File: src/rtl/life_gen_scheduler_pkg.sv
// Shared types and sizing for the Game-of-Life generation scheduler.
package life_pkg;

  localparam int unsigned LIFE_ADDR_W = 6;
  localparam int unsigned CELLS       = 2 ** LIFE_ADDR_W;

  typedef enum logic [1:0] {
    IDLE = 2'd0,
    COPY = 2'd1,
    EVAL = 2'd2
  } phase_t;

endpackage

File: src/rtl/life_gen_scheduler_if.sv
// Control bundle between the video timing side (master) and the
// generation scheduler (slave).
interface life_gen_scheduler_if #(
  parameter int unsigned ADDR_W = 6
);
  import life_pkg::*;

  logic              vblank_start;
  logic              run;
  logic              step;
  phase_t            phase;
  logic [ADDR_W-1:0] cell_addr;
  logic              copy_we;
  logic [ADDR_W-1:0] wb_addr;
  logic              eval_we;
  logic              display_sel;
  logic              gen_done;
  logic              overrun;

  modport master (
    output vblank_start, run, step,
    input  phase, cell_addr, copy_we, wb_addr, eval_we,
           display_sel, gen_done, overrun
  );

  modport slave (
    input  vblank_start, run, step,
    output phase, cell_addr, copy_we, wb_addr, eval_we,
           display_sel, gen_done, overrun
  );

endinterface

File: src/rtl/life_gen_scheduler_frame_div.sv
// Frame divider: counts enabled ticks and fires on the FRAME_DIV-th one.
module life_frame_div #(
  parameter int unsigned FRAME_DIV = 4
) (
  input  logic clk,
  input  logic reset,
  input  logic tick,
  input  logic enable,
  input  logic clear,
  output logic fire
);

  logic [7:0] count;

  assign fire = tick && enable && (count == 8'(FRAME_DIV - 1));

  // Tick counter; clear dominates, wraps to zero on fire.
  always_ff @(posedge clk or posedge reset) begin
    if (reset) begin
      count <= '0;
    end else if (clear) begin
      count <= '0;
    end else if (tick && enable) begin
      count <= fire ? '0 : count + 8'd1;
    end
  end

endmodule

File: src/rtl/life_gen_scheduler.sv
// Generation scheduler: on an accepted vblank trigger, sweeps the board once
// copying curr->prev, then once evaluating cells with a one-cycle writeback lag.
// Optional feature macro: LIFE_SINGLE_STEP_EN (single-step while paused).
module life_gen_scheduler
  import life_pkg::*;
#(
  parameter int unsigned FRAME_DIV = 4,
  parameter int unsigned ADDR_W    = LIFE_ADDR_W
) (
  input logic                 clk,
  input logic                 reset,
  life_gen_scheduler_if.slave bus
);

  // ST_TAIL is the final EVAL cycle that only retires the last writeback.
  typedef enum logic [1:0] {
    ST_IDLE,
    ST_COPY,
    ST_EVAL,
    ST_TAIL
  } state_t;

  localparam logic [ADDR_W-1:0] LAST_ADDR = '1;

  state_t            state;
  phase_t            phase_q;
  logic [ADDR_W-1:0] cell_addr_q;
  logic [ADDR_W-1:0] wb_addr_q;
  logic              copy_we_q;
  logic              eval_we_q;
  logic              display_sel_q;
  logic              gen_done_q;
  logic              overrun_q;

  logic accept;
  logic fire;
  logic trig;

  assign accept = bus.vblank_start && (state == ST_IDLE);

  life_frame_div #(
    .FRAME_DIV(FRAME_DIV)
  ) u_frame_div (
    .clk   (clk),
    .reset (reset),
    .tick  (accept),
    .enable(bus.run),
    .clear (!bus.run),
    .fire  (fire)
  );

`ifdef LIFE_SINGLE_STEP_EN
  logic step_pending;

  assign trig = accept && (fire || step_pending);

  // Latch a step request while paused; consumed by the next accepted trigger.
  always_ff @(posedge clk or posedge reset) begin
    if (reset) begin
      step_pending <= 1'b0;
    end else if (trig) begin
      step_pending <= 1'b0;
    end else if (bus.step && !bus.run) begin
      step_pending <= 1'b1;
    end
  end
`else
  assign trig = accept && fire;
`endif

  // Sequencer FSM with all outputs registered.
  always_ff @(posedge clk or posedge reset) begin
    if (reset) begin
      state         <= ST_IDLE;
      phase_q       <= IDLE;
      cell_addr_q   <= '0;
      wb_addr_q     <= '0;
      copy_we_q     <= 1'b0;
      eval_we_q     <= 1'b0;
      display_sel_q <= 1'b0;
      gen_done_q    <= 1'b0;
      overrun_q     <= 1'b0;
    end else begin
      gen_done_q <= 1'b0;
      if (bus.vblank_start && (state != ST_IDLE)) begin
        overrun_q <= 1'b1;
      end
      unique case (state)
        ST_IDLE: begin
          if (trig) begin
            state       <= ST_COPY;
            phase_q     <= COPY;
            cell_addr_q <= '0;
            copy_we_q   <= 1'b1;
          end
        end
        ST_COPY: begin
          cell_addr_q <= cell_addr_q + ADDR_W'(1);
          if (cell_addr_q == LAST_ADDR) begin
            state         <= ST_EVAL;
            phase_q       <= EVAL;
            copy_we_q     <= 1'b0;
            display_sel_q <= 1'b1;
          end
        end
        ST_EVAL: begin
          cell_addr_q <= cell_addr_q + ADDR_W'(1);
          wb_addr_q   <= cell_addr_q;
          eval_we_q   <= 1'b1;
          if (cell_addr_q == LAST_ADDR) begin
            state <= ST_TAIL;
          end
        end
        ST_TAIL: begin
          state         <= ST_IDLE;
          phase_q       <= IDLE;
          wb_addr_q     <= '0;
          eval_we_q     <= 1'b0;
          display_sel_q <= 1'b0;
          gen_done_q    <= 1'b1;
        end
        default: state <= ST_IDLE;
      endcase
    end
  end

  assign bus.phase       = phase_q;
  assign bus.cell_addr   = cell_addr_q;
  assign bus.wb_addr     = wb_addr_q;
  assign bus.copy_we     = copy_we_q;
  assign bus.eval_we     = eval_we_q;
  assign bus.display_sel = display_sel_q;
  assign bus.gen_done    = gen_done_q;
  assign bus.overrun     = overrun_q;

endmodule

File: src/flat_wrapper.sv
// flat-port wrapper written by rule: the top's interface ports become plain ports
module life_gen_scheduler_flat import life_pkg::*;
#(
  parameter int unsigned FRAME_DIV = 4,
  parameter int unsigned ADDR_W    = LIFE_ADDR_W
)
  (clk, reset, bus_vblank_start, bus_run, bus_step, bus_phase, bus_cell_addr, bus_copy_we, bus_wb_addr, bus_eval_we, bus_display_sel, bus_gen_done, bus_overrun);
  life_gen_scheduler_if #(.ADDR_W(ADDR_W)) bus_i ();
  input logic clk;
  input logic reset;
  input wire logic [$bits(bus_i.vblank_start)-1:0] bus_vblank_start;
  input wire logic [$bits(bus_i.run)-1:0] bus_run;
  input wire logic [$bits(bus_i.step)-1:0] bus_step;
  output wire logic [$bits(bus_i.phase)-1:0] bus_phase;
  output wire logic [$bits(bus_i.cell_addr)-1:0] bus_cell_addr;
  output wire logic [$bits(bus_i.copy_we)-1:0] bus_copy_we;
  output wire logic [$bits(bus_i.wb_addr)-1:0] bus_wb_addr;
  output wire logic [$bits(bus_i.eval_we)-1:0] bus_eval_we;
  output wire logic [$bits(bus_i.display_sel)-1:0] bus_display_sel;
  output wire logic [$bits(bus_i.gen_done)-1:0] bus_gen_done;
  output wire logic [$bits(bus_i.overrun)-1:0] bus_overrun;
  assign bus_i.vblank_start = bus_vblank_start;
  assign bus_i.run = bus_run;
  assign bus_i.step = bus_step;
  assign bus_phase = bus_i.phase;
  assign bus_cell_addr = bus_i.cell_addr;
  assign bus_copy_we = bus_i.copy_we;
  assign bus_wb_addr = bus_i.wb_addr;
  assign bus_eval_we = bus_i.eval_we;
  assign bus_display_sel = bus_i.display_sel;
  assign bus_gen_done = bus_i.gen_done;
  assign bus_overrun = bus_i.overrun;
  life_gen_scheduler #(.FRAME_DIV(FRAME_DIV), .ADDR_W(ADDR_W)) u_core (.clk(clk), .reset(reset), .bus(bus_i));
endmodule
File: config.mk
export PLATFORM = sky130hd
export DESIGN_NAME = life_gen_scheduler_flat
export DESIGN_NICKNAME = d
export VERILOG_FILES = /design/src/rtl/life_gen_scheduler_pkg.sv /design/src/rtl/life_gen_scheduler_if.sv /design/src/rtl/life_gen_scheduler_frame_div.sv /design/src/rtl/life_gen_scheduler.sv /design/src/flat_wrapper.sv
export SDC_FILE = /design/constraint.sdc
export NUM_CORES = 1
export LEC_CHECK = 0
export BUFFER_PORTS_ARGS = -buffer_cell sky130_fd_sc_hd__buf_2
export CAP_MARGIN = 20
export CORE_MARGIN = 1.5
export CORE_UTILIZATION = 50
export CTS_CLUSTER_DIAMETER = 200
export DETAILED_ROUTE_END_ITERATION = 8
export GPL_TIMING_DRIVEN = 1
export PLACE_DENSITY = 0.78
export SLEW_MARGIN = 20
export SYNTH_ARGS = -nofsm -noshare
export SYNTH_HDL_FRONTEND = slang
export SYNTH_HIERARCHICAL = 1
export SYNTH_SLANG_ARGS = --single-unit
File: constraint.sdc
create_clock -name clk -period 1.75 [get_ports clk]
set_input_delay 0.175 -clock clk [delete_from_list [all_inputs] [get_ports clk]]
set_output_delay 0.175 -clock clk [all_outputs]
set_load 0.05 [all_outputs]
==> impl_metrics.yaml, run 1 <==
run:
  maxCapViolCount: 0
clock_network:
  clkSlewWorstSetupHoldPaths_ps: 100
  clkLatencyLatePin_ps: 330
  cts_sinks: 29
  cts.path.max_buffers: 2
  htreeDepth: 2
  cts_tree: "built"
  cts_buffers: 5
  cts_root_buffer: "clkbuf_4"
drt:
  routedWlPerCell_um: 15.4
  antenna_left: 0
  wl_mm: 3.38
  drc: 0
  drt_iter0_markers: 37
  viasPerCell: 5.62
  drt-pass1-iter-count: 4
  num_vias: 1236
grt:
  use_met2: 0.369
  first_global_vias: 1223
  grt_pass1_wl_mm: 5.66
  grt_max_degree: 22
  grtUsageTotal: 0.229
  met1_usage: 0.277
  grtUsageMet3: 0.0726
  top_usage_layer: "met2"
  grt-ovfl-total: 0
  antenna_found_initial: 0
timing:
  fmax_ghz: 0.557
  tns_ps: -57.5
  worstMarginPinSlew_ps: 382
  fin_crit_sh: 1.03
  period_minus_slack_ps: 1800
  finalSetupViolCount: 2
  setup_ws_ps: -45.4
  finClkSkew_ps: 7.14
  rsz0062_at_grt: "yes"
  hold_viol_final: 0
  max_slew_margin: 0.745
  drv_slew: 0
worst_setup_path:
  criticalPathCategory: "flip-flop to flip-flop"
  cp-end-kind: "flip-flop"
  cp.arrival_ps: 2010
  r2r-end: "u_core/bus.phase[1]"
  cp.required_ps: 1970
  ff2ff_setup_slack_ps: -50
  cp-start-kind: "flip-flop"
  critical_path_peak_fanout: 5
  ff2ff_path_depth: 8
  r2r-start: "u_core/u_frame_div/count[0]"
synth:
  synth_ff_type: "dfrtp_1"
  synthCells: 139
  yosys.area.top_type: "dfrtp_1"
  yosys_warnings: 6
  synth-edff-count: 0
  ys_seq_area_frac: 0.489
  netlist_top_cells_count: "29 x dfrtp_1, 19 x nor2_1, 15 x nand2_1, 9 x ha_1, 8 x mux2i_1"
  synthTopCellsByArea: "dfrtp_1 49%, ha_1 7.6%, mux2i_1 5.4%, nor2_1 4.8%, nand2_1 3.8%"
  syn_area_mm2: 0.00148
  yosysMostFrequentCell: "dfrtp_1"
  synth_seq_cells: 29
  syn_nets: 153
  async_flop_share: 1.00
  postSynthAreaPerCell_um2: 10.7
  ys_types: 40
  synth_top_area_share: 0.489
floorplan:
  row_count: 19
  die_x_um: 57.5
  dieArea_mm2: 0.00330
  initial_core_util: 0.533
  ios: 24
  core_area_mm2: 0.00278
  die-height_um: 57.5
worst_hold_path:
  hold_path_depth: 2
  min_path_type: "input pin to flip-flop"
  min_from: "bus_vblank_start"
  hold_end: "u_core/bus.overrun"
placement:
  dp_hpwl_mm: 2.37
  io_buffers: 22
  placedCellCount: 204
  routabilityCongestion: 0.786
cells_and_area:
  nets: 202
  diodes: 0
  fin_cells: 220
  drive_gt1_frac: 0.397
  area_growth_pct: 29.2
pwr:
  peakVddDrop_mv: 1.57
  power_density_mw_per_mm2: 1860
  p_leak_nw: 0.962
outcome:
  violations: "setup timing"
  status: "finished, violations left"
==> per-stage QoR <==
stage / utilization / hold WS (ps) / cell area (um2) / total power, mW / worst slack, ps
after floorplan: - / -9.34 / 1510 / 2.34 / 5.21
after global placement: 0.628 / 140 / 1750 / 2.75 / 28.1
after detailed placement: 0.628 / 152 / 1750 / 2.83 / -25.8
after CTS: 0.668 / 153 / 1860 / 3.45 / -2.69
after global routing: 0.689 / 153 / 1920 / 3.77 / -145
final: 0.689 / 162 / 1920 / 3.56 / -45.4
==> cell usage in the layout, fill, tap and decap left out, types with 2 or more instances in the layout <==
cell type | netlist | final
nor2_1 | 19 | 17
o21ai_2 | 1 | 3
a21oi_1 | 3 | 3
a21o_1 | 2 | 2
nor2_2 | 1 | 2
nand4_1 | 2 | 2
o21ai_1 | 3 | 3
clkbuf_4 | 0 | 5
ha_2 | 0 | 2
nand2_2 | 1 | 3
nand3_1 | 3 | 3
ha_1 | 9 | 7
nor3_2 | 1 | 2
nor3_1 | 3 | 2
inv_1 | 7 | 5
dfrtp_1 | 29 | 29
a22o_1 | 2 | 2
a31oi_1 | 2 | 2
xor2_1 | 5 | 5
buf_4 | 0 | 20
buf_2 | 0 | 22
mux2i_1 | 8 | 8
inv_2 | 0 | 2
nand2_1 | 15 | 13
==> final cells by class <==
| type | count | area, um2 |
|---|---|---|
| repair buffers | 44 | 282 |
| fillers | 210 | 866 |
| clock buffers | 7 | 55.1 |
| inverters | 7 | 26.3 |
| well taps | 31 | 38.8 |
| flip-flops and latches | 29 | 726 |
| clock inverters | 1 | 30.0 |
| multi-input cells | 101 | 758 |
==> where the power goes <==
| group | internal, mW | switching [mW] |
|---|---|---|
| clock | 0.341 | 0.241 |
| combinational | 0.703 | 1.25 |
| sequential | 0.859 | 0.161 |
| total | 1.90 | 1.66 |
==> per-layer routing <==
metal / vias to the layer above / part of all wire
met5: - / 0
met4: 0 / 0.020
met3: 7 / 0.047
met2: 39 / 0.50
met1: 607 / 0.43
li1: 583 / -
==> critical path, cell delays in order (launching register included) <==
cell and delay (ps):
dfrtp_1 360, ha_2 180, nor4b_4 220, nand2_2 110, nor2_4 170, a21boi_4 100, nor2_2 150, nand2_2 90
mux2_4 300
==> cells by family (layout without fill, tap and decap cells) <==
kind of cell             Yosys count  in the layout  synth area share
adder cells (fa/ha/maj)            9              9            0.0760
AND/OR/NAND/NOR                   51             51             0.173
multiplexers                      10             10            0.0717
XOR/XNOR                           6              6            0.0354
AO/OA/AOI/OAI                     25             25             0.127
buffers and inverters              9             59            0.0278
flip-flops                        29             29             0.489
==> how the worst max path moves through the flow <==
stage	slack (ps)	start	to
after floorplan	5	u_core/bus.cell_addr[0]	u_core/bus.phase[1]
after global placement	30	u_core/u_frame_div/count[2]	u_core/bus.phase[1]
after detailed placement	-30	u_core/u_frame_div/count[0]	u_core/bus.phase[1]
after CTS	-3	u_core/u_frame_div/count[0]	u_core/bus.phase[1]
after global routing	-150	u_core/u_frame_div/count[0]	u_core/bus.phase[1]
final	-50	u_core/u_frame_div/count[0]	u_core/bus.phase[1]
==> state kept, by name, indices dropped and copies added, names as in the netlist <==
signal                    count
u_core/bus.wb_addr            6
u_core/bus.gen_done           1
u_core/bus.overrun            1
u_core/u_frame_div/count      8
u_core/bus.eval_we            1
u_core/bus.display_sel        1
u_core/bus.cell_addr          6
u_core/bus.phase              2
u_core/bus.copy_we            1
u_core/state                  2
==> repair_timing <==
item / 4_1_cts / 5_1_grt
pin swaps: 1 / 6
hold buffers: 1 / 0
buffers inserted: 2 / 5
setup endpoints to repair: 2 / 7
endpoints found under the hold margin: 29 / 0
resized for setup: 1 / 7
(Power assumes the default switching activity.)
==> inputs of run 2 (changes only) <==
--- a/config.mk
+++ b/config.mk
@@ -8,13 +8,12 @@
 export BUFFER_PORTS_ARGS = -buffer_cell sky130_fd_sc_hd__buf_2
 export CAP_MARGIN = 20
 export CORE_MARGIN = 1.5
-export CORE_UTILIZATION = 50
+export CORE_UTILIZATION = 55
 export CTS_CLUSTER_DIAMETER = 200
 export DETAILED_ROUTE_END_ITERATION = 8
 export GPL_TIMING_DRIVEN = 1
-export PLACE_DENSITY = 0.78
+export PLACE_DENSITY = 0.81
 export SLEW_MARGIN = 20
 export SYNTH_ARGS = -nofsm -noshare
 export SYNTH_HDL_FRONTEND = slang
-export SYNTH_HIERARCHICAL = 1
 export SYNTH_SLANG_ARGS = --single-unit
==> constraint.sdc (replaced) <==
create_clock -name clk -period 1.9 [get_ports clk]
set_input_delay 0.19 -clock clk [delete_from_list [all_inputs] [get_ports clk]]
set_output_delay 0.19 -clock clk [all_outputs]
set_load 0.05 [all_outputs]
==> run 2 against run 1 <==
Against the previous run: the flow now finishes without violations; sequential share of layout area grew 3.9 points; core utilization rose by 0.60 points; wire length is 2.8% lower; area after synthesis shrank 0.59%; worst setup slack better by 87 ps; clock power decreased by 34%; via count fell by 1.7%; largest power group unchanged.
==> impl_metrics.yaml, run 2 <==
outcome:
  status: "complete, no violations"
drt:
  routedWlPerCell_um: 16.1
  num_vias: 1215
  drt-pass1-iter-count: 4
  drc: 0
  drt_iter0_markers: 29
  wl_mm: 3.29
  viasPerCell: 5.96
  antenna_left: 0
synth:
  synth_ff_type: "dfrtp_1"
  syn_area_mm2: 0.00147
  yosysMostFrequentCell: "dfrtp_1"
  netlist_top_cells_count: "29 x dfrtp_1, 14 x nand2_1, 11 x nor2_1, 9 x nand3_1"
  async_flop_share: 1.00
  synth_seq_cells: 29
  synth-edff-count: 0
  yosys.area.top_type: "dfrtp_1"
  ys_seq_area_frac: 0.492
  synthTopCellsByArea: "dfrtp_1 49%, ha_1 5.9%, mux2i_1 4.8%, nand2_1 3.6%, nand3_1 3.1%"
  yosys_warnings: 0
  syn_nets: 153
  synth_top_area_share: 0.492
  synthCells: 141
  postSynthAreaPerCell_um2: 10.5
  ys_types: 44
pwr:
  p_total_mw: 2.65
  switching_share: 0.475
  power_density_mw_per_mm2: 1520
  combinationalPowerShare: 0.525
  p_leak_nw: 0.834
  switchingPower_mw: 1.26
  peakVddDrop_mv: 1.37
  power.internal_mw: 1.39
  p_clk_frac: 0.145
  seqPwrFrac: 0.331
floorplan:
  die-height_um: 54.8
  dieArea_mm2: 0.00300
  die_x_um: 54.8
  initial_core_util: 0.590
  core_area_mm2: 0.00250
  ios: 24
  row_count: 18
worst_setup_path:
  cp-end-kind: "flip-flop"
  critical_path_peak_fanout: 7
  ff2ff_setup_slack_ps: 40
  cp.arrival_ps: 2080
  worstPathCellList: "nor3_2 -> a31o_2 -> nand2_1 -> o32a_1"
  critical_path.top_delay_family: "simple AND/OR/NAND/NOR gates"
  criticalPathCategory: "flip-flop to flip-flop"
  crit_buf_inv: 0
  cp-start-kind: "flip-flop"
  cpPeakStageDelay_ps: 550
  critPathSlowestCell: "nor3_2"
  cp.required_ps: 2120
placement:
  pre_cts_slack_ps: 82.8
  placedCellCount: 194
  routabilityCongestion: 0.845
  io_buffers: 22
  dp_hpwl_mm: 2.21
cells_and_area:
  mostFrequentLayoutCells: "29 x dfrtp_1, 22 x buf_2, 14 x nand2_1"
  nFillCells: 186
  drive_gt1_frac: 0.259
  diodes: 0
  mostFrequentLayoutCell: "dfrtp_1"
  largest_register: "u_core.u_frame_div.count"
  largest_register_ffs: 8
  nets: 186
  fin_cells: 204
  area_growth_pct: 17.8
grt:
  top_usage_layer: "met2"
  use_met2: 0.419
  met1_usage: 0.294
  antenna_found_initial: 0
  grt_max_degree: 30
  first_global_vias: 1088
  grtUsageTotal: 0.250
  grt_pass1_wl_mm: 5.13
  grt-ovfl-total: 0
  grtUsageMet3: 0.0902
timing:
  worstMarginPinSlew_ps: 596
  drv_slew: 0
  finalSetupViolCount: 0
  setup_ws_ps: 41.2
  finClkSkew_ps: 8.68
  hold_viol_final: 0
  max_slew_margin: 0.601
  fin_crit_sh: 0.978
  period_minus_slack_ps: 1860
  finalHoldWorstSlack_ps: 100
  fmax_ghz: 0.538
clock_network:
  clkLatencyLatePin_ps: 330
  cts_root_buffer: "clkbuf_4"
  htreeDepth: 2
  cts_buffers: 5
  cts.path.max_buffers: 2
  cts_tree: "built"
  cts_sinks: 29
  clkSlewWorstSetupHoldPaths_ps: 90
run:
  maxCapViolCount: 0
worst_hold_path:
  min_path_type: "input pin to flip-flop"
run 2: changes by cell type after synthesis, sizes merged, moves of 3 or more:
cell   delta
nor2      -9
xor2      -4
o21ai     -4
a31oi     +3
nand3     +5
run 2: cell type report:
class	count	area, um2	area share
multi-input cells	102	723	0.416
inverters	6	22.5	0.0130
flip-flops and latches	29	726	0.418
well taps	30	37.5	0.0216
repair buffers	30	173	0.0994
clock buffers	7	55.1	0.0317
run 2: what timing repair did:
action	in CTS	in global routing
resized for setup	0	2
hold buffers	1	0
setup buffers	0	2
setup endpoints to repair	0	4
hold endpoints to repair	29	0
run 2: per-layer routing:
layer / share of wire / vias up / wire [um]
li1: - / 581 / -
met5: 0 / - / 0
met4: 0.022 / 0 / 73
met1: 0.44 / 597 / 1430
met3: 0.043 / 8 / 140
met2: 0.50 / 29 / 1640
run 2: path summary, 6_finish.rpt:
path / startpoint / end / cells past startpoint
worst max-delay path: u_core.u_frame_div.count[5] / u_core.state[0] / 4
worst min-delay path: bus_vblank_start / u_core.bus.overrun / 2
worst max register to register: u_core.u_frame_div.count[5] / u_core.state[0] / 4
worst min register to register: u_core.bus.overrun / u_core.bus.overrun / 1
max in group asynchronous: reset / u_core.u_frame_div.count[4] / 4
min in group asynchronous: reset / u_core.bus.eval_we / 4
run 2: power groups by stage:
stage	Combinational [mW]	Sequential, mW	Clock (mW)
finish	1.39	0.875	0.383
global route	1.48	0.891	0.423
CTS	1.37	0.874	0.398
detailed placement	1.35	0.883	0
global placement	1.29	0.875	0
floorplan	0.636	1.22	0
run 2: metrics by stage:
| step | instance area (um2) | utilization | TNS, ps |
|---|---|---|---|
| global placement | 1640 | 0.657 | 0 |
| CTS | 1710 | 0.683 | 0 |
| detailed placement | 1640 | 0.657 | 0 |
| finish | 1740 | 0.695 | 0 |
| global route | 1740 | 0.695 | -17.0 |
| floorplan | 1470 | - | 0 |
run 2: cells by family after synthesis:
family | share of synthesized area
adder cells (fa/ha/maj) | 0.0594
AND/OR/NAND/NOR | 0.178
multiplexers | 0.0552
XOR/XNOR | 0.0119
AO/OA/AOI/OAI | 0.177
buffers and inverters | 0.0263
flip-flops | 0.492
